File: config.mk
export PLATFORM = sky130hd
export DESIGN_NAME = encrypted_packetizer
export DESIGN_NICKNAME = d
export VERILOG_FILES = /design/src/rtl/encrypted_packetizer_pkg.sv /design/src/rtl/encrypted_packetizer_usb_crc16.sv /design/src/rtl/encrypted_packetizer.sv
export SDC_FILE = /design/constraint.sdc
export NUM_CORES = 1
export LEC_CHECK = 0
export CELL_PAD_IN_SITES_DETAIL_PLACEMENT = 1
export CELL_PAD_IN_SITES_GLOBAL_PLACEMENT = 2
export CORE_MARGIN = 2
export CORE_UTILIZATION = 34
export DETAILED_ROUTE_END_ITERATION = 8
export PLACE_DENSITY = 0.87
export SYNTH_ARGS = -nofsm -noshare
export SYNTH_HDL_FRONTEND = slang
export SYNTH_SLANG_ARGS = --single-unit
File: constraint.sdc
create_clock -name clk -period 2.88 [get_ports clk]
set_clock_uncertainty 0.1 [all_clocks]
set_input_delay 0.288 -clock clk [delete_from_list [all_inputs] [get_ports clk]]
set_output_delay 0.288 -clock clk [all_outputs]
set_load 0.05 [all_outputs]
File: src/rtl/encrypted_packetizer_pkg.sv
// Shared types and constants for the encrypted packetizer.
// The CRC helper is only used when ENCRYPTED_PACKETIZER_CRC16_EN is defined.
package encrypted_packetizer_pkg;

    typedef enum logic [2:0] {
        IDLE,
        SEND,
        CRC_LO,
        CRC_HI,
        EOP,
        GAP
    } state_t;

    localparam logic [15:0] CRC16_INIT      = 16'hFFFF;
    localparam logic [15:0] CRC16_POLY_REFL = 16'hA001;
    localparam int unsigned USB_FS_BULK_MAX = 64;

    // One byte of reflected CRC-16/USB, LSB first.
    function automatic logic [15:0] crc16_update(input logic [15:0] crc, input logic [7:0] data);
        logic [15:0] c;
        c = crc ^ {8'h00, data};
        for (int i = 0; i < 8; i++) begin
            c = c[0] ? ((c >> 1) ^ CRC16_POLY_REFL) : (c >> 1);
        end
        return c;
    endfunction

endpackage

File: src/rtl/encrypted_packetizer_usb_crc16.sv
// Byte-wide CRC-16/USB accumulator (raw register, not inverted).
// Used by encrypted_packetizer only when ENCRYPTED_PACKETIZER_CRC16_EN is defined.
module usb_crc16
    import encrypted_packetizer_pkg::*;
(
    input  logic        clk,
    input  logic        n_rst,
    input  logic        clear,
    input  logic        en,
    input  logic [7:0]  data,
    output logic [15:0] crc
);

    // Clear wins over update so a packet boundary always restarts from the seed.
    always_ff @(posedge clk or negedge n_rst) begin
        if (!n_rst) begin
            crc <= CRC16_INIT;
        end else if (clear) begin
            crc <= CRC16_INIT;
        end else if (en) begin
            crc <= crc16_update(crc, data);
        end
    end

endmodule

File: src/rtl/encrypted_packetizer.sv
// Frames ciphertext bytes from a fall-through FIFO into USB bulk-IN packets.
// Optional CRC-16 trailer: define ENCRYPTED_PACKETIZER_CRC16_EN.
// GAP_CYCLES must be at least 1.
module encrypted_packetizer
    import encrypted_packetizer_pkg::*;
#(
    parameter int unsigned PKT_BYTES  = USB_FS_BULK_MAX,
    parameter int unsigned TIMEOUT    = 16,
    parameter int unsigned GAP_CYCLES = 4
) (
    input  logic       clk,
    input  logic       n_rst,
    input  logic       fifo_empty,
    input  logic [7:0] fifo_r_data,
    output logic       fifo_r_enable,
    input  logic       tx_ready,
    output logic       tx_valid,
    output logic [7:0] tx_data,
    output logic       tx_eop,
    output logic       pkt_sent,
    output logic       busy
);

    localparam int unsigned BCW = $clog2(PKT_BYTES + 1);
    localparam int unsigned TCW = $clog2(TIMEOUT + 1);
    localparam int unsigned GCW = $clog2(GAP_CYCLES + 1);

    localparam logic [BCW-1:0] BYTE_MAX = BCW'(PKT_BYTES);
    localparam logic [TCW-1:0] TO_MAX   = TCW'(TIMEOUT);
    localparam logic [GCW-1:0] GAP_LAST = GCW'(GAP_CYCLES - 1);

    state_t         state;
    logic [BCW-1:0] byte_cnt;
    logic [TCW-1:0] to_cnt;
    logic [GCW-1:0] gap_cnt;
    logic           slot_free;
    logic           close;

    // The single output register can take a new beat when empty or draining this cycle.
    assign slot_free = !tx_valid || tx_ready;

    assign fifo_r_enable = (state == SEND) && !fifo_empty && slot_free && (byte_cnt < BYTE_MAX);

    // A pop always beats a close, so a byte arriving on the timeout cycle is kept.
    assign close = (state == SEND) && (byte_cnt != '0) && slot_free && !fifo_r_enable &&
                   ((byte_cnt == BYTE_MAX) || (to_cnt == TO_MAX));

    assign busy = (state != IDLE);

`ifdef ENCRYPTED_PACKETIZER_CRC16_EN
    logic [15:0] crc;
    logic        crc_clear;

    assign crc_clear = (state == EOP) && tx_ready;

    usb_crc16 u_crc (
        .clk   (clk),
        .n_rst (n_rst),
        .clear (crc_clear),
        .en    (fifo_r_enable),
        .data  (fifo_r_data),
        .crc   (crc)
    );
`endif

    // Packet FSM with registered beat, counters and pkt_sent pulse.
    always_ff @(posedge clk or negedge n_rst) begin
        if (!n_rst) begin
            state    <= IDLE;
            byte_cnt <= '0;
            to_cnt   <= '0;
            gap_cnt  <= '0;
            tx_valid <= 1'b0;
            tx_data  <= 8'h00;
            tx_eop   <= 1'b0;
            pkt_sent <= 1'b0;
        end else begin
            pkt_sent <= 1'b0;
            unique case (state)
                IDLE: begin
                    if (!fifo_empty) begin
                        state <= SEND;
                    end
                end
                SEND: begin
                    if (fifo_r_enable) begin
                        tx_data  <= fifo_r_data;
                        tx_valid <= 1'b1;
                        tx_eop   <= 1'b0;
                        byte_cnt <= byte_cnt + BCW'(1);
                        to_cnt   <= '0;
                    end else if (close) begin
                        tx_valid <= 1'b1;
`ifdef ENCRYPTED_PACKETIZER_CRC16_EN
                        tx_data  <= ~crc[7:0];
                        tx_eop   <= 1'b0;
                        state    <= CRC_LO;
`else
                        tx_data  <= 8'h00;
                        tx_eop   <= 1'b1;
                        state    <= EOP;
`endif
                    end else begin
                        if (tx_valid && tx_ready) begin
                            tx_valid <= 1'b0;
                        end
                        if (fifo_empty && (byte_cnt != '0) && (to_cnt != TO_MAX)) begin
                            to_cnt <= to_cnt + TCW'(1);
                        end
                    end
                end
`ifdef ENCRYPTED_PACKETIZER_CRC16_EN
                CRC_LO: begin
                    if (tx_ready) begin
                        tx_data <= ~crc[15:8];
                        state   <= CRC_HI;
                    end
                end
                CRC_HI: begin
                    if (tx_ready) begin
                        tx_data <= 8'h00;
                        tx_eop  <= 1'b1;
                        state   <= EOP;
                    end
                end
`endif
                EOP: begin
                    if (tx_ready) begin
                        tx_valid <= 1'b0;
                        tx_eop   <= 1'b0;
                        pkt_sent <= 1'b1;
                        byte_cnt <= '0;
                        to_cnt   <= '0;
                        gap_cnt  <= '0;
                        state    <= GAP;
                    end
                end
                GAP: begin
                    if (gap_cnt == GAP_LAST) begin
                        gap_cnt <= '0;
                        state   <= IDLE;
                    end else begin
                        gap_cnt <= gap_cnt + GCW'(1);
                    end
                end
                default: begin
                    state <= IDLE;
                end
            endcase
        end
    end

endmodule

* Yosys cells after proc, flatten, opt, wreduce, memory -nomap -nowiden
Index checks and enable logic that the tools add are counted.
** Storage, ports and cells
- Flip-flop bits (word level) :: 29
- Bits in latches :: 0
- RAM bits :: 0
- ROM bits :: 0
- Output and inout port bits :: 13
- Word-level logic and storage cells :: 86
- Memories kept :: 0
** Operators by class
- Add/subtract/negate cells :: 3
- Multiply operators :: 0
- Divide/modulo/power cells :: 0
- Magnitude comparators :: 1
- Eq/ne operators :: 17
- Shift operators :: 0
- Muxes and demuxes :: 29
- Bitwise logic cells :: 0
- Reduce and logical (&&, ||, !) cells :: 28
** Operators with widths (count)
- $mux W3 :: 7
- $mux W5 :: 4
- $mux W8 :: 2
- $mux W7 :: 2
- $pmux W7 S2 :: 1
- $ne A2 B2 Y1 const B :: 6
- $pmux W3 S4 :: 1
- $logic_and A1 B1 Y1 :: 10
- $pmux W5 S2 :: 1
- $reduce_and A3 Y1 :: 3
- $mux W1 :: 8
- $add A7 B1 Y7 const B :: 1
- $eq A7 B7 Y1 const B :: 1
- $lt A7 B7 Y1 const B :: 1
- $reduce_bool A7 Y1 :: 1
- $eq A3 B3 Y1 const B :: 2
- $ne A3 B3 Y1 const B :: 2
- $pmux W3 S2 :: 1
- $reduce_bool A2 Y1 :: 3
- $add A5 B1 Y5 const B :: 1
- $eq A5 B5 Y1 const B :: 1
- $ne A5 B5 Y1 const B :: 1
- $reduce_and A5 Y1 :: 1
- $ne A4 B3 Y1 const B :: 1
- 11 further kinds :: 16

* Longest topological paths before layout
Gate-level depths: netlist of the first run.
- Word-level depth :: 10
- Mapped depth :: 8

* Worst setup path after synthesis of the first run
Ideal clock, no wire load.
- Path kind :: reg-to-reg
- From :: register state[2]
- To :: register tx_data[0]
- Setup time :: 0.161 ns
- Data arrival time :: 2.098 ns
- Required time :: 2.619 ns
- Setup slack :: 0.520 ns
- Cell stages (with the launch flop) :: 7
- Buffers on the path :: 1
- Period minus slack after synthesis :: 2.360 ns
- Path through :: dfrtp_1 inv_1 ha_1 nor3b_2 and2_0 clkbuf_1 o21ai_0
** Between the ends
- Word-level cells in the longest chain between the ends :: 9
- Elaborated cells on any way between the ends :: 12
- Classes of those cells :: eq/ne: 1; mux: 1; reduce/logical: 10
** Ends and longest elaborated chain
- start: declaration :: RTL line encrypted_packetizer.sv:32 : state_t state;
- start signal: assignment :: RTL line encrypted_packetizer.sv:69 : state <= IDLE;
- start signal: assignment :: RTL line encrypted_packetizer.sv:82 : state <= SEND;
- start signal: assignment :: RTL line encrypted_packetizer.sv:101 : state <= EOP;
- $eq A3 B1 Y1 * :: RTL line encrypted_packetizer.sv:42 : assign fifo_r_enable = (state == SEND) && !fifo_empty && slot_free && (byte_cnt < BYTE_MAX);
- $logic_and A1 B1 Y1 * (3 in a row) :: RTL line encrypted_packetizer.sv:42
- named net fifo_r_enable :: RTL line encrypted_packetizer.sv:15 : output logic fifo_r_enable,
- $logic_not A1 Y1 :: RTL line encrypted_packetizer.sv:45 : assign close = (state == SEND) && (byte_cnt != '0) && slot_free && !fifo_r_enable &&
- $logic_and A1 B1 Y1 (2 in a row) :: RTL line encrypted_packetizer.sv:45
- $reduce_bool A2 Y1 (no line)
- $reduce_and A2 Y1 (no line)
- end signal: assignment :: RTL line encrypted_packetizer.sv:87 : tx_data <= fifo_r_data;
- end: declaration :: RTL line encrypted_packetizer.sv:18 : output logic [7:0] tx_data,
Mark *: on every way through the listed nets, which the timed path passes. The rest lies on a longest branch.
A chain may end at the register's enable or synchronous reset.

* Worst setup path after layout of the first run
- From :: register state[2]
- To :: output port fifo_r_enable
** Between the ends
- Word-level cells in the longest chain between the ends :: 4
** Ends and longest elaborated chain (RTL line)
- $eq A3 B1 Y1 :: encrypted_packetizer.sv:42
- $logic_and A1 B1 Y1 (3 in a row) :: encrypted_packetizer.sv:42
- end: declaration :: encrypted_packetizer.sv:15
No other way between the ends.

==> impl_metrics.py, run 1 <==
metrics = {
    "worst_hold_path": {
        "worst_hold_path_type": "input pin to async pin",
    },
    "worst_setup_path": {
        "cp_data_arrival_time_ns": 2.15,
        "crit_path_start_kind": "flop",
        "r2r_slack_ns": 0.37,
        "crit_chain": "inv_1 > ha_1 > nor3b_2 > and2_0 > buf_4 > buf_12",
        "path_buf_inv": 3,
        "cp_slowest_stage_delay_ns": 0.43,
        "cp_top_family": "simple AND/OR/NAND/NOR gates",
        "crit_type": "flop to output port",
        "r2r-start": "state[2]",
        "worstRegToRegCells": 7,
        "worst_setup_path_end_kind": "output port",
        "critPathMaxFanout": 13,
        "crit_path_top_delay_cell": "dfrtp_1",
        "r2r-end": "to_cnt[3]",
        "crit_required_ns": 2.49,
    },
    "routing": {
        "routed_via_density": 5.40,
        "route.detailed.drc": 0,
        "wl_per_cell_um": 17.2,
        "dr.pass1.iters": 4,
        "drt_iter0_drc": 33,
        "via_count": 1247,
        "detail-route-antenna-nets": 0,
        "wl_mm": 3.98,
    },
    "run_status": {
        "status": "finished, final reports clean",
    },
    "placement": {
        "place.gp.congestion": 0.755,
        "dp_cells": 227,
        "dp_hpwl_mm": 3.01,
        "io_buffers": 24,
        "dpl-instance-area_um2": 1900,
    },
    "floorplanning": {
        "die_w_um": 72.2,
        "initial_core_util": 0.358,
        "std_cell_rows": 24,
        "core_um2": 4410,
        "ios": 25,
        "fp.dieH_um": 72.2,
        "die_area_um2": 5210,
    },
    "sta": {
        "tightest_slew_ns": 0.546,
        "rsz0062_at_grt": "false",
        "post-route-period-util": 0.883,
        "maxSlewViolCount": 0,
        "fmax_mhz": 393,
        "hold_slack_ns": 0.291,
        "post-route-min-period_ns": 2.54,
        "tns_ns": 0,
        "hold_viol": 0,
        "setup_viol": 0,
        "relSlewSlack": 0.633,
    },
    "clock_network": {
        "cts_hold_buf": 0,
        "numCtsBuffers": 3,
        "clk_latency_ns": 0.28,
        "htree_levels": 1,
        "cts.sinks": 28,
        "cts_tree": "done",
        "clockBufferDepth": 2,
        "root_buffer": "clkbuf_8",
        "post-cts-setup-buffer-count": 0,
        "cts_resized": 0,
        "clk_pin_slew_worst_paths_ns": 0.10,
    },
    "synth": {
        "synth_area_per_cell_um2": 10.4,
        "ys_top_cells_by_area": "dfrtp_1, ha_1, nand2_1, inv_1, a22o_1",
        "yosysSeqAreaShare": 0.443,
        "ys_ff_latch": 28,
        "ys_types": 48,
        "ys.flop_type": "dfrtp_1",
        "netlist.area_leader.share": 0.443,
        "async_reset_ff_frac": 1.00,
        "synth_area_um2": 1580,
        "yosys_warnings": 0,
        "yosysTopAreaCell": "dfrtp_1",
        "syn_inst": 152,
        "ys_top_cells_by_count": "dfrtp_1, nand2_1, inv_1",
        "synth_most_common_cell": "dfrtp_1",
        "synth_edf_count": 0,
        "syn_nets": 173,
    },
    "job": {
        "cap_violations": 0,
    },
    "power": {
        "seqPwrFrac": 0.291,
        "vdd_drop_max_mv": 0.344,
        "p_comb_frac": 0.574,
        "p_int_uw": 1260,
        "power_switching_share": 0.456,
        "clkPwrFrac": 0.136,
        "p_switching_uw": 1050,
        "powerDensity_nw_per_um2": 1180,
        "power_leakage_uw": 0.000867,
    },
    "grt": {
        "grt_pass1_wl_mm": 6.71,
        "antenna_found_initial": 0,
        "grt-ovfl-total": 0,
        "grt_usage": 0.164,
        "grt_pass1_vias": 1415,
        "grt_start_max_net_pins": 29,
    },
    "finish": {
        "multi_input_area_um2": 812,
        "area_growth_pct": 24.5,
        "regArea_um2": 701,
        "post_route_cells_drive_above_1_share": 0.128,
        "postLayoutCellArea_um2": 1970,
        "fillers": 492,
        "nNetsFinal": 201,
        "diodes": 0,
        "final_cells": 231,
    },
}
-- cell families (layout without fill, tap and decap cells) --
logic type | count (synthesis) | count (layout) | synth area share
XOR/XNOR | 5 | 5 | 0.0277
buffers and inverters | 16 | 43 | 0.0428
AND/OR/NAND/NOR | 49 | 49 | 0.165
AO/OA/AOI/OAI | 39 | 39 | 0.207
multiplexers | 6 | 6 | 0.0435
adder cells (fa/ha/maj) | 9 | 9 | 0.0713
flip-flops | 28 | 28 | 0.443
-- cell type report --
| class | instances | share of cell area |
|---|---|---|
| tap | 52 | 0.0331 |
| timing repair buffer | 27 | 0.139 |
| inverter | 12 | 0.0229 |
| sequential | 28 | 0.356 |
| multi-input combinational | 108 | 0.413 |
| clock inverter | 1 | 0.0153 |
| clock buffer | 3 | 0.0210 |
-- worst max-delay path by stage --
stage                   from            end  slack, ns  cells past startpoint
floorplan           state[2]     tx_data[0]       0.52                      6
global placement    tx_ready       state[2]       0.45                      6
detailed placement  tx_ready       state[2]       0.31                      6
CTS                 state[2]  fifo_r_enable       0.33                      6
global route        state[2]  fifo_r_enable       0.19                      6
finish              state[2]  fifo_r_enable       0.34                      6
-- registers in the layout, summed over array words and instances (netlist names) --
| name | flops |
|---|---|
| pkt_sent | 1 |
| to_cnt | 5 |
| state | 2 |
| gap_cnt | 3 |
| byte_cnt | 7 |
| tx_data | 8 |
| tx_valid | 1 |
| tx_eop | 1 |
-- worst reg2reg max path: cells and delay by family, from the launching register on --
family	cells	cell delay, ns
AOI/OAI and AO/OA	3	0.56
adders and majority gates	1	0.40
buffers and inverters	1	0.10
DFF	1	0.43
and+or+nand+nor	2	0.84
-- stage by stage --
| step | power, uW | worst slack [ns] | utilization |
|---|---|---|---|
| floorplan | 1600 | 0.520 | - |
| global placement | 1920 | 0.453 | 0.429 |
| detailed placement | 2010 | 0.313 | 0.429 |
| CTS | 2340 | 0.333 | 0.446 |
| global route | 2470 | 0.192 | 0.446 |
| finish | 2310 | 0.337 | 0.446 |
-- metal layers --
metal,part of all wire,GRT usage,wire length (um),vias up
li1,-,-,-,593
met1,0.41,0.183,1630,628
met2,0.55,0.310,2200,18
met3,0.021,0.0292,85,8
met4,0.015,0.0545,61,0
met5,0,0,0,-
-- power by group through the flow --
stage | sequential [uW] | clock, uW | combinational, uW
floorplan | 877 | 0 | 727
global placement | 663 | 0 | 1250
detailed placement | 680 | 0 | 1330
CTS | 672 | 321 | 1350
global route | 695 | 339 | 1440
finish | 672 | 314 | 1330
-- layout by cell type (no fill, tap or decap), drive strengths merged, types with 3 or more instances in the layout --
cell / instances
buf: 4
nor2: 11
mux2: 4
a21oi: 5
inv: 12
dfrtp: 28
clkbuf: 3
o21ai: 8
a22o: 6
and2: 3
nand2: 15
clkdlybuf4s50: 23
xor2: 4
ha: 9
o22ai: 4
Note: power is estimated with default switching activity, not from simulation.
==> run 2: changes to the inputs <==
==> constraint.sdc (replaced) <==
create_clock -name clk -period 2.88 [get_ports clk]
set_clock_uncertainty 0.1 [all_clocks]
set_input_delay 0.576 -clock clk [delete_from_list [all_inputs] [get_ports clk]]
set_output_delay 0.576 -clock clk [all_outputs]
set_load 0.05 [all_outputs]
==> run 2 against run 1 <==
Against the previous run: utilization down 0.31 points; clock-buffer cell count up 1; global-route usage down 1.1 points; non-clock buffer count unchanged; clock power down 21%; die area unchanged; sequential share of layout area up 0.25 points; hold slack better by 0.12 ns; flip-flop and latch count unchanged; design area down 0.70%; critical path type unchanged; highest routed layer unchanged.
==> impl_metrics.py, run 2 (synthesized netlist as in run 1, its figures left out) <==
metrics = {
    "run_status": {
        "status": "finished, final reports clean",
    },
    "worst_setup_path": {
        "crit_chain": "inv_1 > ha_2 > nor3b_2 > and2_0 > buf_4 > buf_12",
        "r2r-end": "to_cnt[3]",
        "crit_required_ns": 2.20,
        "r2r_slack_ns": 0.37,
        "crit_path_top_delay_cell": "dfrtp_1",
        "worst_setup_path_end_kind": "output port",
        "r2r-start": "state[0]",
        "cp_slowest_stage_delay_ns": 0.43,
        "cp_data_arrival_time_ns": 2.00,
        "critPathMaxFanout": 13,
        "crit_type": "flop to output port",
        "crit_path_start_kind": "flop",
        "worstRegToRegCells": 7,
    },
    "clock_network": {
        "clockBufferDepth": 2,
        "post-cts-setup-buffer-count": 0,
        "clk_pin_slew_worst_paths_ns": 0.10,
        "cts.sinks": 28,
        "clk_latency_ns": 0.28,
        "numCtsBuffers": 3,
        "root_buffer": "clkbuf_8",
        "cts_hold_buf": 0,
        "cts_tree": "done",
        "cts_resized": 0,
        "htree_levels": 1,
    },
    "floorplanning": {
        "initial_core_util": 0.358,
        "fp.dieH_um": 72.2,
        "ios": 25,
        "core_um2": 4410,
        "die_w_um": 72.2,
        "std_cell_rows": 24,
        "die_area_um2": 5210,
    },
    "grt": {
        "grt_pass1_vias": 1362,
        "grt_start_max_net_pins": 29,
        "grt_usage": 0.153,
        "grt-ovfl-total": 0,
        "antenna_found_initial": 0,
        "grt_pass1_wl_mm": 6.27,
    },
    "finish": {
        "reg_top3": "tx_data: 8 flops, byte_cnt: 7 flops, to_cnt: 5 flops",
        "multi_input_area_um2": 815,
        "area_growth_pct": 23.6,
        "final_common_cell": "dfrtp_1",
        "nNetsFinal": 201,
        "post_route_cells_drive_above_1_share": 0.134,
        "final_cells": 231,
        "diodes": 0,
        "largest_register_ffs": 8,
        "regArea_um2": 701,
        "largest_register": "tx_data",
        "mostFrequentLayoutCells": "dfrtp_1, clkdlybuf4s50_1, nand2_1",
        "fillers": 493,
    },
    "sta": {
        "tns_ns": 0,
        "fmax_mhz": 374,
        "post-route-period-util": 0.929,
        "rsz0062_at_grt": "false",
        "hold_viol": 0,
        "tightest_slew_ns": 0.534,
        "relSlewSlack": 0.643,
        "post-route-min-period_ns": 2.68,
        "setup_viol": 0,
        "maxSlewViolCount": 0,
    },
    "placement": {
        "dp_cells": 227,
        "dp_hpwl_mm": 2.84,
        "io_buffers": 24,
        "place.gp.congestion": 0.835,
    },
    "routing": {
        "drt_iter0_drc": 42,
        "wl_per_cell_um": 15.9,
        "route.detailed.drc": 0,
        "detail-route-antenna-nets": 0,
        "via_count": 1217,
        "wl_mm": 3.68,
        "routed_via_density": 5.27,
        "dr.pass1.iters": 4,
    },
    "power": {
        "vdd_drop_max_mv": 0.308,
        "power_leakage_uw": 0.000857,
        "powerDensity_nw_per_um2": 1140,
    },
    "worst_hold_path": {
        "worst_hold_path_type": "flop to flop",
        "min_from": "gap_cnt[2]",
        "hold_path_depth": 2,
        "min_to": "gap_cnt[2]",
    },
    "job": {
        "cap_violations": 0,
    },
}
==> run 2: cell types whose count changed in the layout (fill, tap and decap cells not counted) <==
cell	previous run	this run
bufinv_16	1	0
clkbuf_8	3	4
ha_1	9	8
ha_2	0	1
==> run 2: metrics by stage <==
step | setup WS (ns) | hold WS [ns] | instance area (um2) | power (uW) | utilization
4_1_cts | 0.0508 | 0.421 | 1950 | 2240 | 0.442
2_1_floorplan | 0.286 | 0.180 | 1580 | 1600 | -
3_5_place_dp | 0.144 | 0.393 | 1900 | 1990 | 0.429
5_1_grt | 0.0365 | 0.436 | 1950 | 2380 | 0.442
3_3_place_gp | 0.262 | 0.384 | 1900 | 1920 | 0.429
6_report | 0.205 | 0.414 | 1950 | 2220 | 0.442
==> run 2: power by group <==
part,internal [uW],switching (uW)
registers,541,128
logic,528,776
clock network,122,124
total,1190,1030
==> run 2: area by class of cell <==
type	count	share of cell area
clock buffer	4	0.0282
inverter	12	0.0231
multi-input combinational	108	0.417
sequential	28	0.359
tap	52	0.0333
timing repair buffer	27	0.140
==> run 2: worst max-delay path by stage <==
stage | from | slack [ns] | to | cells after the start
final | state[2] | 0.20 | fifo_r_enable | 6
after global routing | state[2] | 0.04 | fifo_r_enable | 6
after CTS | state[2] | 0.05 | fifo_r_enable | 6
after detailed placement | tx_ready | 0.14 | to_cnt[3] | 7
after global placement | tx_ready | 0.26 | to_cnt[3] | 7
after floorplan | state[2] | 0.29 | fifo_r_enable | 5
==> run 2: routing by layer <==
layer | share of wire | GRT usage | up-vias | routed length (um)
li1 | - | - | 593 | -
met1 | 0.44 | 0.190 | 609 | 1610
met2 | 0.54 | 0.279 | 11 | 1980
met3 | 0.015 | 0.0222 | 4 | 57
met4 | 0.0084 | 0.0335 | 0 | 31
met5 | 0 | 0 | - | 0
==> run 2: critical path, delay by kind of cell (launching register included) <==
| kind | cells | cell delay, ns |
|---|---|---|
| AND/OR/NAND/NOR | 2 | 0.52 |
| adder cells (fa/ha/maj) | 1 | 0.30 |
| buffers and inverters | 3 | 0.44 |
| flip-flops | 1 | 0.43 |
